File: config.mk
export PLATFORM = sky130hd
export DESIGN_NAME = pipeline_stall_ctrl_flat
export DESIGN_NICKNAME = d
export VERILOG_FILES = /design/src/rtl/pipeline_stall_ctrl_if.sv /design/src/rtl/pipeline_stall_ctrl.sv /design/src/flat_wrapper.sv
export SDC_FILE = /design/constraint.sdc
export NUM_CORES = 1
export LEC_CHECK = 0
export ABC_AREA = 1
export CAP_MARGIN = 10
export CORE_UTILIZATION = 28
export CTS_BUF_LIST = sky130_fd_sc_hd__clkbuf_8
export CTS_CLUSTER_DIAMETER = 60
export DETAILED_ROUTE_END_ITERATION = 12
export PLACE_DENSITY = 0.45
export SYNTH_ARGS = -nofsm -noshare
export SYNTH_HDL_FRONTEND = slang
export SYNTH_SLANG_ARGS = --single-unit
File: constraint.sdc
create_clock -name clk_i -period 2.12 [get_ports clk_i]
set_clock_uncertainty 0.15 [all_clocks]
set_input_delay 0.424 -clock clk_i [delete_from_list [all_inputs] [get_ports clk_i]]
set_output_delay 0.424 -clock clk_i [all_outputs]
set_load 0.05 [all_outputs]
File: src/rtl/pipeline_stall_ctrl_if.sv
// Handshake bundle between the pipeline (master) and the stall/flush sequencer (slave).
interface pipeline_stall_ctrl_if #(
  parameter int unsigned CNT_W = 16
);
  logic             load_use_i;
  logic             branch_taken_i;
  logic             dcache_miss_i;
  logic             mem_ack_i;
  logic             mul_start_i;
  logic             pc_write_o;
  logic             ifid_write_o;
  logic             ifid_flush_o;
  logic             idex_bubble_o;
  logic             pipe_en_o;
  logic             mem_req_o;
  logic [CNT_W-1:0] stall_cnt_o;

  modport master (
    output load_use_i, branch_taken_i, dcache_miss_i, mem_ack_i, mul_start_i,
    input  pc_write_o, ifid_write_o, ifid_flush_o, idex_bubble_o, pipe_en_o,
           mem_req_o, stall_cnt_o
  );

  modport slave (
    input  load_use_i, branch_taken_i, dcache_miss_i, mem_ack_i, mul_start_i,
    output pc_write_o, ifid_write_o, ifid_flush_o, idex_bubble_o, pipe_en_o,
           mem_req_o, stall_cnt_o
  );
endinterface

File: src/rtl/pipeline_stall_ctrl.sv
// Stall/flush sequencer for the 5-stage pipeline: merges load-use, branch flush,
// D-cache miss and multi-cycle mul/div freezes; counts stalled cycles.
module pipeline_stall_ctrl #(
  parameter int unsigned MUL_CYCLES = 4,
  parameter int unsigned CNT_W      = 16
) (
  input  logic                  clk_i,
  input  logic                  rst_i,
  pipeline_stall_ctrl_if.slave  ctl
);

  typedef enum logic [1:0] {
    RUN,
    MEM_WAIT,
    MUL_BUSY
  } state_t;

  state_t           state, stateNext;
  logic [5:0]       mulCnt, mulCntNext;
  logic             memReq, memReqNext;
  logic [CNT_W-1:0] stallCnt;

  logic pcWrite, ifidWrite, ifidFlush, idexBubble, pipeEn;

  always_ff @(posedge clk_i or posedge rst_i) begin
    if (rst_i) begin
      state  <= RUN;
      mulCnt <= '0;
      memReq <= 1'b0;
    end else begin
      state  <= stateNext;
      mulCnt <= mulCntNext;
      memReq <= memReqNext;
    end
  end

  always_comb begin
    stateNext  = state;
    mulCntNext = mulCnt;
    memReqNext = memReq;
    pcWrite    = 1'b0;
    ifidWrite  = 1'b0;
    ifidFlush  = 1'b0;
    idexBubble = 1'b0;
    pipeEn     = 1'b0;
    unique case (state)
      RUN: begin
        if (ctl.dcache_miss_i) begin
          stateNext  = MEM_WAIT;
          memReqNext = 1'b1;
        end else if (ctl.mul_start_i) begin
          // A single-cycle op needs only this cycle's freeze, so stay in RUN.
          if (MUL_CYCLES > 1) begin
            stateNext  = MUL_BUSY;
            mulCntNext = 6'(MUL_CYCLES - 1);
          end
        end else if (ctl.load_use_i) begin
          idexBubble = 1'b1;
          pipeEn     = 1'b1;
        end else begin
          pcWrite   = 1'b1;
          ifidWrite = 1'b1;
          pipeEn    = 1'b1;
          ifidFlush = ctl.branch_taken_i;
        end
      end
      MEM_WAIT: begin
        if (ctl.mem_ack_i) begin
          memReqNext = 1'b0;
          stateNext  = RUN;
        end
      end
      MUL_BUSY: begin
        mulCntNext = mulCnt - 6'd1;
        if (mulCnt <= 6'd1) begin
          stateNext = RUN;
        end
      end
      default: begin
        stateNext = RUN;
      end
    endcase
  end

  // Counter uses the ungated PC enable; reset clears it asynchronously anyway.
  always_ff @(posedge clk_i or posedge rst_i) begin
    if (rst_i) begin
      stallCnt <= '0;
    end else if (!pcWrite && (stallCnt != '1)) begin
      stallCnt <= stallCnt + 1'b1;
    end
  end

  assign ctl.pc_write_o    = pcWrite    & ~rst_i;
  assign ctl.ifid_write_o  = ifidWrite  & ~rst_i;
  assign ctl.ifid_flush_o  = ifidFlush  & ~rst_i;
  assign ctl.idex_bubble_o = idexBubble & ~rst_i;
  assign ctl.pipe_en_o     = pipeEn     & ~rst_i;
  assign ctl.mem_req_o     = memReq;
  assign ctl.stall_cnt_o   = stallCnt;

endmodule

File: src/flat_wrapper.sv
// flat-port wrapper written by rule: the top's interface ports become plain ports
module pipeline_stall_ctrl_flat 
#(
  parameter int unsigned MUL_CYCLES = 4,
  parameter int unsigned CNT_W      = 16
)
  (clk_i, rst_i, ctl_load_use_i, ctl_branch_taken_i, ctl_dcache_miss_i, ctl_mem_ack_i, ctl_mul_start_i, ctl_pc_write_o, ctl_ifid_write_o, ctl_ifid_flush_o, ctl_idex_bubble_o, ctl_pipe_en_o, ctl_mem_req_o, ctl_stall_cnt_o);
  pipeline_stall_ctrl_if #(.CNT_W(CNT_W)) ctl_i ();
  input  logic clk_i;
  input  logic rst_i;
  input wire logic [$bits(ctl_i.load_use_i)-1:0] ctl_load_use_i;
  input wire logic [$bits(ctl_i.branch_taken_i)-1:0] ctl_branch_taken_i;
  input wire logic [$bits(ctl_i.dcache_miss_i)-1:0] ctl_dcache_miss_i;
  input wire logic [$bits(ctl_i.mem_ack_i)-1:0] ctl_mem_ack_i;
  input wire logic [$bits(ctl_i.mul_start_i)-1:0] ctl_mul_start_i;
  output wire logic [$bits(ctl_i.pc_write_o)-1:0] ctl_pc_write_o;
  output wire logic [$bits(ctl_i.ifid_write_o)-1:0] ctl_ifid_write_o;
  output wire logic [$bits(ctl_i.ifid_flush_o)-1:0] ctl_ifid_flush_o;
  output wire logic [$bits(ctl_i.idex_bubble_o)-1:0] ctl_idex_bubble_o;
  output wire logic [$bits(ctl_i.pipe_en_o)-1:0] ctl_pipe_en_o;
  output wire logic [$bits(ctl_i.mem_req_o)-1:0] ctl_mem_req_o;
  output wire logic [$bits(ctl_i.stall_cnt_o)-1:0] ctl_stall_cnt_o;
  assign ctl_i.load_use_i = ctl_load_use_i;
  assign ctl_i.branch_taken_i = ctl_branch_taken_i;
  assign ctl_i.dcache_miss_i = ctl_dcache_miss_i;
  assign ctl_i.mem_ack_i = ctl_mem_ack_i;
  assign ctl_i.mul_start_i = ctl_mul_start_i;
  assign ctl_pc_write_o = ctl_i.pc_write_o;
  assign ctl_ifid_write_o = ctl_i.ifid_write_o;
  assign ctl_ifid_flush_o = ctl_i.ifid_flush_o;
  assign ctl_idex_bubble_o = ctl_i.idex_bubble_o;
  assign ctl_pipe_en_o = ctl_i.pipe_en_o;
  assign ctl_mem_req_o = ctl_i.mem_req_o;
  assign ctl_stall_cnt_o = ctl_i.stall_cnt_o;
  pipeline_stall_ctrl #(.MUL_CYCLES(MUL_CYCLES), .CNT_W(CNT_W)) u_core (.clk_i(clk_i), .rst_i(rst_i), .ctl(ctl_i));
endmodule
==> flow_summary.ini <==
[floorplan]
floorplan.die.height_um = 76.4
floorplan.io_pins = 29
placement_rows = 26
floorplan.initialDensity_pct = 29.6
total_die_area_mm2 = 0.00584
fp.dieW_um = 76.4
core-area_mm2 = 0.00524

[place]
gp_congestion = 0.715
dp_hpwl_um = 2700
place.port_buffers = 28
post-place-ws_ns = -0.163
dp_cells = 320

[finish]
layout.core_utilization_pct = 40.1
layout_cell_share_with_drive_strength_beyond_1_pct = 22.8
layout.nets = 274
multi_input_area_um2 = 828
fill_cells = 557
layout-area-overhead-vs-synth_pct = 35.3
antenna_cells_inserted = 0
seqCellArea_um2 = 626
non_filler_instances = 333

[timing]
maxClockFrequency_ghz = 0.494
setup_tns_ns = 0
setup_viol = 0
relSlewSlack_pct = 67.7
drv_slew = 0
timing.final.crit_share_pct = 95.6
tightest_slew_ns = 0.484
grt_setup_unrepaired = no
fin_crit_period_ns = 2.03
timing.final.ws_setup_ns = 0.0940
timing.final.hold_violations = 0

[cts]
cts_h_tree_depth = 1
worst_case_clock_buffer_depth = 2
cts_made_buffers = 3
cts_tree = built
clock_insertion_delay_at_the_later_pin_of_the_skew_report_ns = 0.27
cts_sinks = 25
cts.hold.buffers_added = 0
clockRootBuffer = sky130_fd_sc_hd__clkbuf_8
clock_transition_time_at_the_flip_flop_clock_pins_of_the_worst_setup_and_hold_paths_ns = 0.10

[hold_path]
hold_path_class = register to register
hold_start = u_core.mulCnt[0]
hold-path-cell-count = 1
hold_end = u_core.mulCnt[0]

[drt]
drt_first_iter_violations = 38
route.final.wire_length_um = 3600
route.antenna.remaining_nets = 0
avgRoutedWirePerCell_um = 10.8
drt_first_pass_iters = 4
drt-vias-per-instance = 4.30
vias = 1433
remaining_design_rule_violation_count = 0

[worst_setup_path]
critical_path.reg2reg.endpoint = u_core.ctl.stall_cnt_o[2]
worstPathArrival_ns = 1.45
crit_slowest_cell = sky130_fd_sc_hd__clkdlybuf4s50_1
crit_chain = clkdlybuf4s50_1 -> nor3_2 -> buf_12
r2r_slack_ns = 0.41
depth_of_the_worst_register_to_register_path = 8
critical_path.top_delay_family = buffers and inverters
critical_path.reg2reg.startpoint = u_core.ctl.stall_cnt_o[0]
worstSetupEndpointType = primary output
critical_path.startpoint = rst_i
critical_path_required_ns = 1.55
startpoint_type = input pin
path_class = input pin to primary output
worstPathBufferInverterCount = 2
worst-path-max-fanout = 5
timing.critical_path.slowest_cell_delay_ns = 0.56

[synth]
synth_fp_nets = 229
synth-seq-cells = 25
number_of_enable_flip_flop_cells_after_synthesis = 0
synthMostInstantiatedCell = sky130_fd_sc_hd__nand2_1
syn_area_per_cell_um2 = 7.08
netlist_top_cells_area = sky130_fd_sc_hd__dfrtp_1 (40%), sky130_fd_sc_hd__nand2_1 (20%), sky130_fd_sc_hd__inv_1 (6.3%)
synth-seq-area-share_pct = 40.3
synth_largest_area_cell = sky130_fd_sc_hd__dfrtp_1
warning_count_from_the_yosys_run = 0
netlist_top_cells_count = sky130_fd_sc_hd__nand2_1 (81), sky130_fd_sc_hd__inv_1 (26), sky130_fd_sc_hd__dfrtp_1 (25), sky130_fd_sc_hd__nor2_1 (25), sky130_fd_sc_hd__o21ai_0 (14)
asyncSetResetFlopFracSynth_pct = 100
synth_top_area_share_pct = 40.3
synthDistinctLibCells = 24
netlist_area_mm2 = 0.00155
synth_flop_cell = sky130_fd_sc_hd__dfrtp_1
synthCells = 219

[run]
maxCapViolations = 0

[run_status]
status = finished, final reports clean

[grt]
number_of_global_route_vias_before_repair = 1380
number_of_antenna_violations_at_the_first_check_in_global_routing = 0
grt_pass1_wl_um = 6400
grt_overflow = 0
grt_max_degree = 17
grtUsageTotal_pct = 13.5

[power]
leakage_power_figure_nw = 1.03
power_density_mw_per_mm2 = 1020
worst_vdd_rail_ir_drop_v = 0.000848
==> how the worst max path moves through the flow <==
stage                        end  cells after the start  slack, ns
2_1_floorplan   ctl_ifid_flush_o                      5    -0.0009
3_3_place_gp    ctl_ifid_flush_o                      7      -0.15
3_5_place_dp    ctl_ifid_flush_o                      7      -0.16
4_1_cts         ctl_ifid_flush_o                      6      0.007
5_1_grt         ctl_ifid_flush_o                      6       0.01
6_report       ctl_idex_bubble_o                      3       0.09
==> timing repair <==
| item | 4_1_cts | 5_1_grt |
|---|---|---|
| setup buffers | 8 | 1 |
| pin swaps | 3 | 3 |
| endpoints found under the setup margin | 4 | 4 |
| gates resized for setup | 4 | 6 |
| endpoints found under the hold margin | 0 | 0 |
==> per-stage QoR <==
stage	hold slack (ns)	total power [mW]	cell area, µm²
2_1_floorplan	0.301	1.50	1570
3_3_place_gp	0.366	1.80	1960
3_5_place_dp	0.373	1.79	1960
4_1_cts	0.387	2.14	2070
5_1_grt	0.416	2.33	2100
6_report	0.383	2.14	2100
==> state kept, by name, summed over array words and instances (netlist names) <==
| register | flops |
|---|---|
| u_core.ctl.stall_cnt_o | 16 |
| u_core.mulCnt | 6 |
| u_core.state | 2 |
| u_core.ctl.mem_req_o | 1 |
==> area by class of cell <==
class | count | area share, %
tap | 70 | 4.17
sequential | 25 | 29.8
inverter | 28 | 5.18
clock buffer | 3 | 1.97
multi-input combinational | 163 | 39.5
clock inverter | 1 | 0.358
timing repair buffer | 43 | 19.1
==> layer usage <==
layer  GRT usage (%)  part of all wire [%]  wire (µm)  vias to the layer above
met3            3.23                   3.6        128                        2
met5               0                     0          0                        -
met4            2.31                  0.53         19                        0
met2            22.8                    49       1760                       18
met1            17.7                    47       1690                      648
li1                -                     -          -                      765
==> worst reg2reg max path: cells and delay by family, from the launching register on <==
| family | cells | cell delay (ns) |
|---|---|---|
| DFF | 1 | 0.42 |
| buffers and inverters | 2 | 0.28 |
| AOI/OAI and AO/OA | 2 | 0.26 |
| adders and majority gates | 1 | 0.27 |
| and+or+nand+nor | 3 | 0.25 |
==> cell families after synthesis <==
logic type | after synthesis | synth area share [%]
AO/OA/AOI/OAI | 17 | 6.53
buffers and inverters | 31 | 8.95
AND/OR/NAND/NOR | 135 | 37.3
adder cells (fa/ha/maj) | 3 | 2.42
XOR/XNOR | 8 | 4.52
flip-flops | 25 | 40.3
==> cells in the final DEF (no fill, tap or decap) <==
master,instances
sky130_fd_sc_hd__nand2_1,79
sky130_fd_sc_hd__buf_4,31
sky130_fd_sc_hd__dfrtp_1,25
sky130_fd_sc_hd__inv_1,24
sky130_fd_sc_hd__nor2_1,23
sky130_fd_sc_hd__o21ai_0,14
sky130_fd_sc_hd__nand3_1,11
sky130_fd_sc_hd__xnor2_1,8
sky130_fd_sc_hd__nand2_2,5
sky130_fd_sc_hd__clkdlybuf4s50_1,5
sky130_fd_sc_hd__buf_12,5
sky130_fd_sc_hd__nand4_1,4
sky130_fd_sc_hd__nor2_4,3
sky130_fd_sc_hd__ha_1,3
sky130_fd_sc_hd__clkbuf_8,3
sky130_fd_sc_hd__nand2_4,2
sky130_fd_sc_hd__inv_2,2
sky130_fd_sc_hd__or2_2,2
sky130_fd_sc_hd__nor3_1,2
sky130_fd_sc_hd__dlygate4sd2_1,2
sky130_fd_sc_hd__nand3_2,1
sky130_fd_sc_hd__clkinv_2,1
sky130_fd_sc_hd__o21ai_4,1
sky130_fd_sc_hd__inv_4,1
sky130_fd_sc_hd__nand3b_1,1
sky130_fd_sc_hd__o211ai_1,1
sky130_fd_sc_hd__a22oi_1,1
sky130_fd_sc_hd__nor3b_4,1
sky130_fd_sc_hd__nor3_2,1
sky130_fd_sc_hd__clkinvlp_4,1
==> power breakdown <==
group / switching (mW) / internal (mW)
Sequential: 0.154 / 0.614
Combinational: 0.675 / 0.402
Clock: 0.165 / 0.133
Total: 0.993 / 1.15
(Power assumes the default switching activity.)
